<file path="src/rtl/snes_dbg_hub.sv">
// snes_dbg_hub: debug channel mux, masked sticky break unit and RUN/HALTED/STEP enable gate.
module snes_dbg_hub #(
    parameter int NCH  = 8,
    parameter int DW   = 8,
    parameter int CNTW = 16
) (
    input  logic              CLK,
    input  logic              RST,
    input  logic              ENABLE,
    input  logic [NCH-1:0]    DBG_SEL,
    input  logic              HUB_SEL,
    input  logic [2:0]        DBG_REG,
    input  logic              DBG_REG_WR,
    input  logic [DW-1:0]     DBG_DAT_IN,
    input  logic [NCH*DW-1:0] CH_DAT,
    input  logic [NCH-1:0]    CH_BRK,
    output logic [NCH-1:0]    CH_WR,
    output logic [DW-1:0]     DBG_DAT_OUT,
    output logic              DBG_BREAK,
    output logic              SYS_ENABLE
);
    typedef enum logic [1:0] {RUN = 2'd0, HALTED = 2'd1, STEP = 2'd2} state_t;

    function automatic logic [2:0] lowest(input logic [NCH-1:0] v);
        lowest = '0;
        for (int i = NCH - 1; i >= 0; i--)
            if (v[i]) lowest = 3'(i);
    endfunction

    state_t          state, state_nxt;
    logic [NCH-1:0]  mask, status, status_nxt, brk_prev, rise, w1c;
    logic [CNTW-1:0] count;
    logic [2:0]      first, sel_idx;
    logic            halt_en, any_sel, hub_wr, ctrl_wr, step_p, resume_p;
    logic [7:0]      hub_rd;
    logic [DW-1:0]   ch_rd;

    assign sel_idx    = lowest(DBG_SEL);
    assign any_sel    = |DBG_SEL;
    assign hub_wr     = HUB_SEL & DBG_REG_WR;
    assign ctrl_wr    = hub_wr && DBG_REG == 3'd2;
    assign step_p     = ctrl_wr & DBG_DAT_IN[1];
    assign resume_p   = ctrl_wr & DBG_DAT_IN[2];
    assign rise       = CH_BRK & ~brk_prev & mask;
    assign w1c        = (hub_wr && DBG_REG == 3'd1) ? DBG_DAT_IN[NCH-1:0] : '0;
    // rise is OR'd in after the clear so a same-cycle set beats W1C
    assign status_nxt = (status & ~w1c) | rise;
    assign ch_rd      = CH_DAT[32'(sel_idx) * DW +: DW];
    assign SYS_ENABLE = !RST && state != HALTED && ENABLE;

    always_comb begin
        CH_WR = '0;
        for (int i = 0; i < NCH; i++)
            CH_WR[i] = DBG_REG_WR & ~HUB_SEL & any_sel & (sel_idx == 3'(i));
    end

    always_comb begin
        hub_rd = '0;
        case (DBG_REG)
            3'd0:    hub_rd = 8'(mask);
            3'd1:    hub_rd = 8'(status);
            3'd2:    hub_rd = {7'b0, halt_en};
            3'd3:    hub_rd = count[7:0];
            3'd4:    hub_rd = 8'(count >> 8);
            3'd5:    hub_rd = {5'b0, first};
            3'd6:    hub_rd = {6'b0, state};
            default: hub_rd = '0;
        endcase
    end

    always_comb begin
        state_nxt = state;
        case (state)
            RUN:     if ((|rise && halt_en) || (ctrl_wr && DBG_DAT_IN[0] && !DBG_DAT_IN[2] && |status))
                         state_nxt = HALTED;
            HALTED:  state_nxt = resume_p ? RUN : step_p ? STEP : HALTED;
            STEP:    state_nxt = ENABLE ? HALTED : STEP;
            default: state_nxt = RUN;
        endcase
    end

    always_ff @(posedge CLK) begin
        if (RST) state <= RUN;
        else     state <= state_nxt;
    end

    always_ff @(posedge CLK) begin
        if (RST) begin
            mask        <= '1;
            status      <= '0;
            count       <= '0;
            first       <= '0;
            halt_en     <= 1'b0;
            brk_prev    <= '0;
            DBG_DAT_OUT <= '0;
            DBG_BREAK   <= 1'b0;
        end else begin
            brk_prev    <= CH_BRK;
            status      <= status_nxt;
            DBG_BREAK   <= |status_nxt;
            if (|rise) count <= &count ? count : count + CNTW'(1);
            if (|rise && status == '0) first <= lowest(rise);
            if (hub_wr && DBG_REG == 3'd0) mask <= DBG_DAT_IN[NCH-1:0];
            if (ctrl_wr) halt_en <= DBG_DAT_IN[0];
            DBG_DAT_OUT <= HUB_SEL ? DW'(hub_rd) : any_sel ? ch_rd : '0;
        end
    end
endmodule

</file>
<file path="config.mk">
export PLATFORM = sky130hd
export DESIGN_NAME = snes_dbg_hub
export DESIGN_NICKNAME = d
export VERILOG_FILES = /design/src/rtl/snes_dbg_hub.sv
export SDC_FILE = /design/constraint.sdc
export NUM_CORES = 1
export LEC_CHECK = 0
export BUFFER_PORTS_ARGS = -buffer_cell sky130_fd_sc_hd__buf_2
export CAP_MARGIN = 0
export CORE_MARGIN = 10
export CORE_UTILIZATION = 25
export DETAILED_ROUTE_END_ITERATION = 10
export SLEW_MARGIN = 30
export SYNTH_ARGS = -nofsm -noshare
export SYNTH_HDL_FRONTEND = slang
export SYNTH_SLANG_ARGS = --single-unit
</file>
<file path="constraint.sdc">
create_clock -name CLK -period 2.2 [get_ports CLK]
set_input_delay 0.22 -clock CLK [delete_from_list [all_inputs] [get_ports CLK]]
set_output_delay 0.22 -clock CLK [all_outputs]
set_load 0.05 [all_outputs]
</file>
==> results of run 1 <==
==> sequential cells by signal (all words and copies together) (netlist names) <==
signal / flops
halt_en: 1
state: 2
first: 3
status: 8
brk_prev: 8
DBG_BREAK: 1
DBG_DAT_OUT: 8
count: 16
mask: 8
==> path summary, 6_finish.rpt <==
check	end	slack, ns	depth (start not counted)
worst max-delay path	CH_WR[6]	0.21	6
worst min-delay path	DBG_DAT_OUT[4]	0.14	3
worst max register to register	count[4]	0.22	7
worst min register to register	first[0]	0.50	2
==> metal layers <==
metal | up-vias | track usage, % | wire (um)
li1 | 1713 | - | -
met1 | 1589 | 15.5 | 5110
met2 | 160 | 18.8 | 5010
met3 | 16 | 3.89 | 1240
met4 | 0 | 3.45 | 204
met5 | - | 0 | 0
==> area by class of cell <==
| class | instances | area share (%) |
|---|---|---|
| Inverter | 13 | 1.14 |
| Multi-Input combinational cell | 321 | 48.0 |
| Sequential cell | 55 | 25.6 |
| Timing Repair Buffer | 125 | 15.9 |
| Tap cell | 172 | 5.01 |
| Clock buffer | 6 | 3.00 |
| Clock inverter | 2 | 1.40 |
==> kinds of logic (layout without fill, tap and decap cells) <==
| family | count (synthesis) | in the layout | share of synthesized area (%) |
|---|---|---|---|
| buf+inv | 30 | 146 | 3.99 |
| fa+ha+maj | 1 | 1 | 0.380 |
| mux | 28 | 28 | 9.12 |
| simple gates | 180 | 180 | 28.7 |
| flops | 55 | 55 | 33.4 |
| compound gates | 99 | 99 | 20.9 |
| xor+xnor | 13 | 13 | 3.46 |
==> cell usage after synthesis, types with 4 or more instances <==
| library cell | number | area [um2] |
|---|---|---|
| a21boi_0 | 4 | 30.0 |
| a21oi_1 | 26 | 130 |
| nand3_1 | 16 | 80.1 |
| o21ai_0 | 19 | 95.1 |
| a22oi_1 | 4 | 30.0 |
| dfxtp_1 | 55 | 1100 |
| xnor2_1 | 10 | 87.6 |
| a211o_1 | 8 | 70.1 |
| and3_1 | 6 | 37.5 |
| and3b_1 | 4 | 35.0 |
| o22ai_1 | 4 | 25.0 |
| mux2i_1 | 21 | 210 |
| a221oi_1 | 4 | 35.0 |
| nand2_1 | 30 | 113 |
| o21ai_1 | 4 | 20.0 |
| nor2b_1 | 22 | 138 |
| nand2b_1 | 4 | 25.0 |
| nor2_1 | 56 | 210 |
| nor3_1 | 9 | 45.0 |
| nor4b_1 | 4 | 35.0 |
| nor4_1 | 9 | 56.3 |
| nand3b_1 | 6 | 45.0 |
| inv_1 | 12 | 45.0 |
| clkbuf_1 | 11 | 41.3 |
| mux2_2 | 6 | 67.6 |
| a31oi_1 | 4 | 25.0 |
==> power groups by stage <==
stage	Clock, mW	Sequential (mW)	Combinational, mW
after floorplan	0	1.13	0.257
after global placement	0	1.09	0.496
after detailed placement	0	1.09	0.501
after CTS	1.04	1.07	0.505
after global routing	1.08	1.08	0.552
final	1.01	1.07	0.504
==> worst max-delay path, delay by kind of cell <==
family / cells / cell delay, ns
buffers and inverters: 2 / 0.43
AND/OR/NAND/NOR: 4 / 1.11
==> per-stage QoR <==
stage	setup slack, ns	util (%)
floorplan	0.185	-
global placement	0.183	32.1
detailed placement	0.210	32.1
CTS	0.209	33.6
global route	0.0873	33.6
finish	0.208	33.6
==> flow_summary.yaml, run 1 <==
clock_network:
  cts_resized: 0
  cts_setup_buffers: 0
  htreeDepth: 2
  cts_buffers: 5
  cts_max_path_buffers: 2
  cts_tree: "yes"
  path_clk_slew_ns: 0.07
  clock_sink_count: 55
  ctsHoldBuffers: 0
  clock_latency_ns: 0.29
  root_buffer: "clkbuf_16"
sta:
  finalCritPeriodShare_pct: 90.5
  holdWs_ns: 0.139
  fmax_mhz: 502
  setup_tns_ns: 0
  grt_setup_unrepaired: "false"
  slew_headroom_pct: 66.3
  finalSetupViolCount: 0
  fin_crit_ns: 1.99
  skew_ns: 0.00295
  hold_viol: 0
  finalMaxSlewViolations: 0
  worst_slew_pin_slew_ns: 0.501
yosys:
  synthCells: 406
  synth_edf_count: 0
  syn_area_um2: 3290
  async_reset_ff_share_pct: 0
  ys_seq_area_share_pct: 33.4
  synth_ff_type: "dfxtp_1"
  yosysWarningCount: 0
  ys_seq_elements: 55
  syn_avg_cell_area_um2: 8.11
  yosysUniqueCellTypes: 59
  synth_nets: 503
placed_design:
  dp_cells: 686
  dpl.hpwl_mm: 9.45
  io_buffers: 113
  place_area_um2: 4110
  place_congestion: 0.895
setup_path:
  critPathLaunch: "DBG_SEL[3]"
  r2r_start: "mask[2]"
  end_kind: "output pin"
  worstPathRequired_ns: 1.98
  worstPathMaxFanout: 6
  crit_slowest_cell: "or4_4"
  worst_path_largest_cell_delay_ns: 0.56
  crit_chain: "buf_2 > or4_4 > nor2_1 > nand3_1 > nor2_1 > buf_2"
  worstPathArrival_ns: 1.77
  cp-start-kind: "input port"
  critical_path_class: "in -> out"
routing:
  drt-pass1-iter-count: 5
  ant_nets: 0
  vias: 3478
  drtIter0Drc: 218
  drc: 0
  viasPerCell: 5.01
  wl_mm: 11.6
  routedWlPerCell_um: 16.7
cells_and_area:
  area_delta_synth_final_pct: 30.4
  layout.cells.most_common: "buf_2"
  diodes: 0
  fillers: 1396
  multi_input_area_um2: 2060
  regArea_um2: 1100
  most-common-layout-cells: "buf_2, nor2_1, dfxtp_1"
  fin_cells: 694
  layout.nets: 618
  drive_gt1_share_pct: 29.1
  final_area_um2: 4290
pwr:
  ir_drop_mv: 0.382
  power.switching_uw: 689
  p_sw_share_pct: 26.6
  power_frac_comb_pct: 19.5
  internal_power_mw: 1.90
  p_per_area_nw_per_um2: 603
  power_frac_clock_pct: 39.2
  leakagePower_nw: 1.78
  p_total_mw: 2.59
  sequentialPowerShare_pct: 41.4
floorplanning:
  initial_core_util_pct: 25.8
  coreArea_um2: 12800
  placementRows: 41
  die_w_um: 135
  ios: 114
  die_h_um: 135
  die_area_um2: 18200
grt:
  track_usage_pct: 12.0
  grt_max_degree: 48
  overflow: 0
  grt_pass1_vias: 3431
  antenna_found_initial: 0
  grt_pass1_wl_mm: 18.0
run:
  maxCapViolations: 0
hold_path:
  min-delay-start: "CH_DAT[4]"
  hp-class: "in -> reg"
outcome:
  status: "finished, final reports clean"
Power figures use the tool's default switching activity.
==> run 2, diff against run 1 <==
--- a/config.mk
+++ b/config.mk
@@ -8,3 +8,3 @@
 export BUFFER_PORTS_ARGS = -buffer_cell sky130_fd_sc_hd__buf_2
-export CAP_MARGIN = 0
+export CAP_MARGIN = 20
 export CORE_MARGIN = 10
==> constraint.sdc (replaced) <==
create_clock -name CLK -period 2.2 [get_ports CLK]
set_input_delay 0.33 -clock CLK [delete_from_list [all_inputs] [get_ports CLK]]
set_output_delay 0.33 -clock CLK [all_outputs]
set_load 0.05 [all_outputs]
==> run 2 against run 1 <==
  * Clock-buffer cell count fell by 1
  * Power fell by 8.2%
  * Final cell count rose by 0.43%
  * Setup slack got worse by 0.12 ns
  * Clock skew rose by 0.0042 ns
  * Routed wire length fell by 1.2%
  * Register-to-register slack got worse by 0.07 ns
  * Core utilization fell by 0.088 points
  * Critical path type unchanged
  * Critical endpoint unchanged
==> flow_summary.yaml, run 2 (same netlist as run 1, synthesis figures left out) <==
placed_design:
  place_area_um2: 4130
  dpl.hpwl_mm: 9.34
  io_buffers: 113
  place_congestion: 0.927
sta:
  fin_crit_ns: 2.11
  finalMaxSlewViolations: 0
  hold_viol: 0
  setup_tns_ns: 0
  finalCritPeriodShare_pct: 95.9
  skew_ns: 0.00712
  grt_setup_unrepaired: "false"
  fmax_mhz: 474
  finalSetupViolCount: 0
  worst_slew_pin_slew_ns: 0.631
  slew_headroom_pct: 57.6
clock_network:
  cts_tree: "yes"
  root_buffer: "clkbuf_16"
  path_clk_slew_ns: 0.07
  cts_max_path_buffers: 2
  htreeDepth: 2
  clock_latency_ns: 0.29
  cts_setup_buffers: 0
  cts_buffers: 5
  ctsHoldBuffers: 0
  clock_sink_count: 55
floorplanning:
  initial_core_util_pct: 25.8
  die_h_um: 135
  die_w_um: 135
  placementRows: 41
  coreArea_um2: 12800
  die_area_um2: 18200
  ios: 114
cells_and_area:
  layout.nets: 621
  diodes: 0
  drive_gt1_share_pct: 29.9
  largest_reg_flops: 16
  most-common-layout-cells: "buf_2, dfxtp_1, nor2_1"
  utilization_pct: 33.5
  regMostFlops: "count"
  area_delta_synth_final_pct: 30.1
  final_area_um2: 4280
  layout.cells.most_common: "buf_2"
  fillers: 1343
grt:
  grt_pass1_vias: 3427
  antenna_found_initial: 0
  overflow: 0
  grt_pass1_wl_mm: 18.0
  track_usage_pct: 11.8
  grt_max_degree: 47
routing:
  drt-pass1-iter-count: 4
  viasPerCell: 5.00
  drc: 0
  drtIter0Drc: 253
  wl_mm: 11.4
  vias: 3485
  routedWlPerCell_um: 16.4
  ant_nets: 0
setup_path:
  worstPathArrival_ns: 1.78
  critical_path_class: "in -> out"
  cp-start-kind: "input port"
  worstPathMaxFanout: 5
  end_kind: "output pin"
  worstPathRequired_ns: 1.87
pwr:
  p_per_area_nw_per_um2: 555
  leakagePower_nw: 1.78
  ir_drop_mv: 0.309
hold_path:
  hp-class: "in -> reg"
outcome:
  status: "finished, final reports clean"
run:
  maxCapViolations: 0
## run 2: cell type report
type / instances / area, um2 / share of cell area, %
Clock buffer: 5 / 125 / 2.92
Clock inverter: 3 / 25.0 / 0.584
Inverter: 13 / 48.8 / 1.14
Multi-Input combinational cell: 321 / 2060 / 48.1
Sequential cell: 55 / 1100 / 25.7
Tap cell: 172 / 215 / 5.02
Timing Repair Buffer: 128 / 706 / 16.5
## run 2: what timing repair did
item | in CTS | in global routing
gates resized for setup | 1 | 1
endpoints found under the setup margin | 1 | 1
hold endpoints to repair | 0 | 0
## run 2: routing by layer
metal	part of all wire, %	vias to the layer above	GRT usage (%)	wire [um]
li1	-	1716	-	-
met1	46	1612	15.0	5200
met2	44	148	19.3	5020
met3	9.6	9	3.67	1100
met4	0.86	0	2.18	98
met5	0	-	0	0
## run 2: report_power, final
part           internal, mW  switching, mW
clock                 0.427          0.375
combinational         0.209          0.297
sequential             1.04         0.0272
## run 2: worst paths after layout
kind	start	end	slack [ns]	depth (start not counted)
worst max register to register	mask[2]	count[4]	0.15	7
worst max-delay path	DBG_SEL[2]	CH_WR[6]	0.09	6
worst min-delay path	CH_DAT[5]	DBG_DAT_OUT[5]	0.25	3
worst min register to register	first[0]	first[0]	0.48	2
## run 2: per-stage QoR
| step | cells | hold WS, ns | total power [mW] | worst slack [ns] |
|---|---|---|---|---|
| finish | 697 | 0.250 | 2.38 | 0.0911 |
| detailed placement | 689 | 0.472 | 1.60 | -0.0403 |
| global placement | 689 | 0.469 | 1.59 | -0.0207 |
| global route | 697 | 0.259 | 2.49 | 0.00975 |
| floorplan | 406 | 0.448 | 1.39 | -0.0349 |
| CTS | 697 | 0.245 | 2.40 | 0.0520 |
## run 2: worst max-delay path: stages
cell and delay, ns:
buf_2 0.14, or4_4 0.52, nor2_2 0.22, nand3_1 0.15, nor2_1 0.16, clkbuf_4 0.25
==> run 3, diff against run 2 <==
- ABC_AREA: default -> 1
==> run 3 against run 2 <==
  * Setup slack improved by 0.11 ns
  * First-iteration DRC count fell by 2.0%
  * Clock-buffer cell count did not move
  * Synthesized cell count rose by 45%
  * Synthesized area rose by 13%
  * Die area rose by 11%
  * Clock skew rose by 0.0032 ns
  * Clock power barely moved
  * Largest power group unchanged
  * Critical path depth rose by 3
  * Non-clock buffer count fell by 6
==> flow_summary.yaml, run 3 <==
floorplanning:
  placementRows: 44
  die_area_um2: 20100
  ios: 114
  die_w_um: 142
  coreArea_um2: 14500
  initial_core_util_pct: 25.5
  die_h_um: 142
grt:
  grt_pass1_vias: 3907
  antenna_found_initial: 2
  grt_pass1_wl_mm: 19.8
  grt_max_degree: 31
  overflow: 0
  track_usage_pct: 12.1
sta:
  finalCritPeriodShare_pct: 90.8
  worst_slew_pin_slew_ns: 0.423
  grt_setup_unrepaired: "false"
  holdWs_ns: 0.242
  fin_crit_ns: 2.00
  fmax_mhz: 501
  hold_viol: 0
  setup_tns_ns: 0
  skew_ns: 0.0103
  slew_headroom_pct: 71.5
  finalSetupViolCount: 0
  finalMaxSlewViolations: 0
yosys:
  synth_ff_type: "dfxtp_1"
  async_reset_ff_share_pct: 0
  yosysTopAreaCellShare_pct: 29.7
  ys_seq_area_share_pct: 29.7
  synth_nets: 684
  yosys-top-cells-area: "dfxtp_1, inv_1, nand2_1, nor2_1, nand4_1"
  syn_area_um2: 3710
  yosysUniqueCellTypes: 42
  ys_seq_elements: 55
  synth_top_area_cell: "dfxtp_1"
  netlist_top_cells_count: "inv_1, nand2_1, nor2_1"
  syn_avg_cell_area_um2: 6.32
  synthCells: 587
  yosysWarningCount: 0
  synth_edf_count: 0
  yosysMostFrequentCell: "inv_1"
pwr:
  p_per_area_nw_per_um2: 522
  ir_drop_mv: 0.389
  power.switching_uw: 752
  p_total_mw: 2.41
  leakagePower_nw: 2.27
  p_sw_share_pct: 31.2
  power_frac_comb_pct: 22.8
  sequentialPowerShare_pct: 44.0
  internal_power_mw: 1.66
  power_frac_clock_pct: 33.2
routing:
  vias: 4033
  viasPerCell: 4.58
  routedWlPerCell_um: 14.4
  drt-pass1-iter-count: 4
  wl_mm: 12.7
  drtIter0Drc: 248
  ant_nets: 0
  drc: 0
setup_path:
  cp.depth: 9
  cp-start-kind: "input port"
  worstPathArrival_ns: 1.67
  r2r_slack_ns: 0.51
  crit_path_frequent_cell: "buf_2"
  end_kind: "output pin"
  worstPathMaxFanout: 9
  cpLargestDelayFamily: "simple AND/OR/NAND/NOR gates"
  worst_path_largest_cell_delay_ns: 0.29
  r2r-end: "count[9]"
  r2r_start: "count[0]"
  critical_path_class: "in -> out"
  crit_chain: "buf_2 > inv_2 > nand3_1 > inv_1 > a21oi_4 > and2_1 > nand2_1 > nor2_1 > buf_2"
  crit_slowest_cell: "a21oi_4"
  cp.buffers_inverters: 4
  worstRegToRegCells: 11
  worstPathRequired_ns: 1.87
clock_network:
  cts_resized: 0
  ctsHoldBuffers: 0
  cts_buffers: 5
  clock_latency_ns: 0.30
  cts_setup_buffers: 0
  htreeDepth: 2
  cts_max_path_buffers: 2
  clock_sink_count: 55
  cts_tree: "yes"
  root_buffer: "clkbuf_16"
  path_clk_slew_ns: 0.08
cells_and_area:
  fillers: 1667
  multi_input_area_um2: 2060
  regMostFlops: "count"
  layout.cells.most_common: "buf_2"
  largest_reg_flops: 16
  most-common-layout-cells: "buf_2, inv_1, nand2_1"
  layout.nets: 791
  regArea_um2: 1100
  drive_gt1_share_pct: 23.6
  final_area_um2: 4620
  area_delta_synth_final_pct: 24.5
placed_design:
  place_area_um2: 4460
  dpl.hpwl_mm: 10.3
  place_congestion: 0.828
  io_buffers: 113
hold_path:
  hp-class: "in -> reg"
  min-delay-start: "CH_BRK[7]"
  min_path_cells: 3
  hold_end: "brk_prev[7]"
run:
  maxCapViolations: 0
outcome:
  status: "finished, final reports clean"
run 3: cell types whose count changed after synthesis, moves of 7 or more:
cell,before,now
nand4_1,0,36
a211o_1,8,0
nor4_1,9,2
a21oi_1,26,38
o21ai_0,19,38
nand3_1,16,43
xnor2_1,10,0
mux2i_1,21,0
buf_2,2,9
nor2b_1,22,0
nand2_1,30,92
nand3b_1,6,14
inv_1,12,109
nor2_1,56,65
run 3: worst max path at each step:
stage | to | slack (ns) | from
6_report | CH_WR[5] | 0.20 | DBG_SEL[1]
2_1_floorplan | CH_WR[4] | 0.07 | DBG_SEL[1]
3_5_place_dp | CH_WR[5] | 0.08 | DBG_SEL[1]
3_3_place_gp | CH_WR[4] | 0.08 | DBG_SEL[1]
4_1_cts | CH_WR[5] | 0.08 | DBG_SEL[1]
5_1_grt | CH_WR[5] | 0.05 | DBG_SEL[3]
run 3: area by class of cell:
class | instances | area share, %
clock inverters | 3 | 0.406
multi-input cells | 394 | 44.5
clock buffers | 5 | 2.71
diodes | 1 | 0.0542
well taps | 184 | 4.99
inverters | 116 | 9.48
flip-flops and latches | 55 | 23.8
repair buffers | 122 | 14.0
run 3: power by group through the flow:
stage / clock [mW] / combinational (mW) / sequential (mW)
floorplan: 0 / 0.309 / 1.12
global placement: 0 / 0.546 / 1.08
detailed placement: 0 / 0.548 / 1.08
CTS: 0.821 / 0.550 / 1.06
global route: 0.863 / 0.613 / 1.07
finish: 0.801 / 0.550 / 1.06
run 3: layer usage:
metal | global-route usage [%] | wire (um) | up-vias
met5 | 0 | 13 | -
met4 | 2.04 | 69 | 2
met3 | 2.37 | 530 | 6
met2 | 21.2 | 6320 | 75
met1 | 15.0 | 5720 | 1825
li1 | - | - | 2125
run 3: tightest hold or removal path, cell delays in order:
cell and delay (ns):
buf_2 0.10, inv_1 0.04, nor2_1 0.03
run 3: logic make-up (layout without fill, tap and decap cells):
| family | Yosys count | count (layout) | synth area share [%] |
|---|---|---|---|
| XOR/XNOR | 3 | 3 | 0.709 |
| other | 0 | 1 | 0 |
| AND/OR/NAND/NOR | 289 | 289 | 38.9 |
| flip-flops | 55 | 55 | 29.7 |
| buffers and inverters | 138 | 246 | 15.0 |
| AO/OA/AOI/OAI | 101 | 101 | 15.3 |
| adder cells (fa/ha/maj) | 1 | 1 | 0.337 |
run 3: metrics by stage:
step / util [%] / worst slack, ns / instances
finish: 31.8 / 0.203 / 880
global route: 31.8 / 0.0513 / 880
CTS: 31.7 / 0.0792 / 879
detailed placement: 30.7 / 0.0779 / 871
global placement: 30.7 / 0.0819 / 871
floorplan: - / 0.0669 / 587
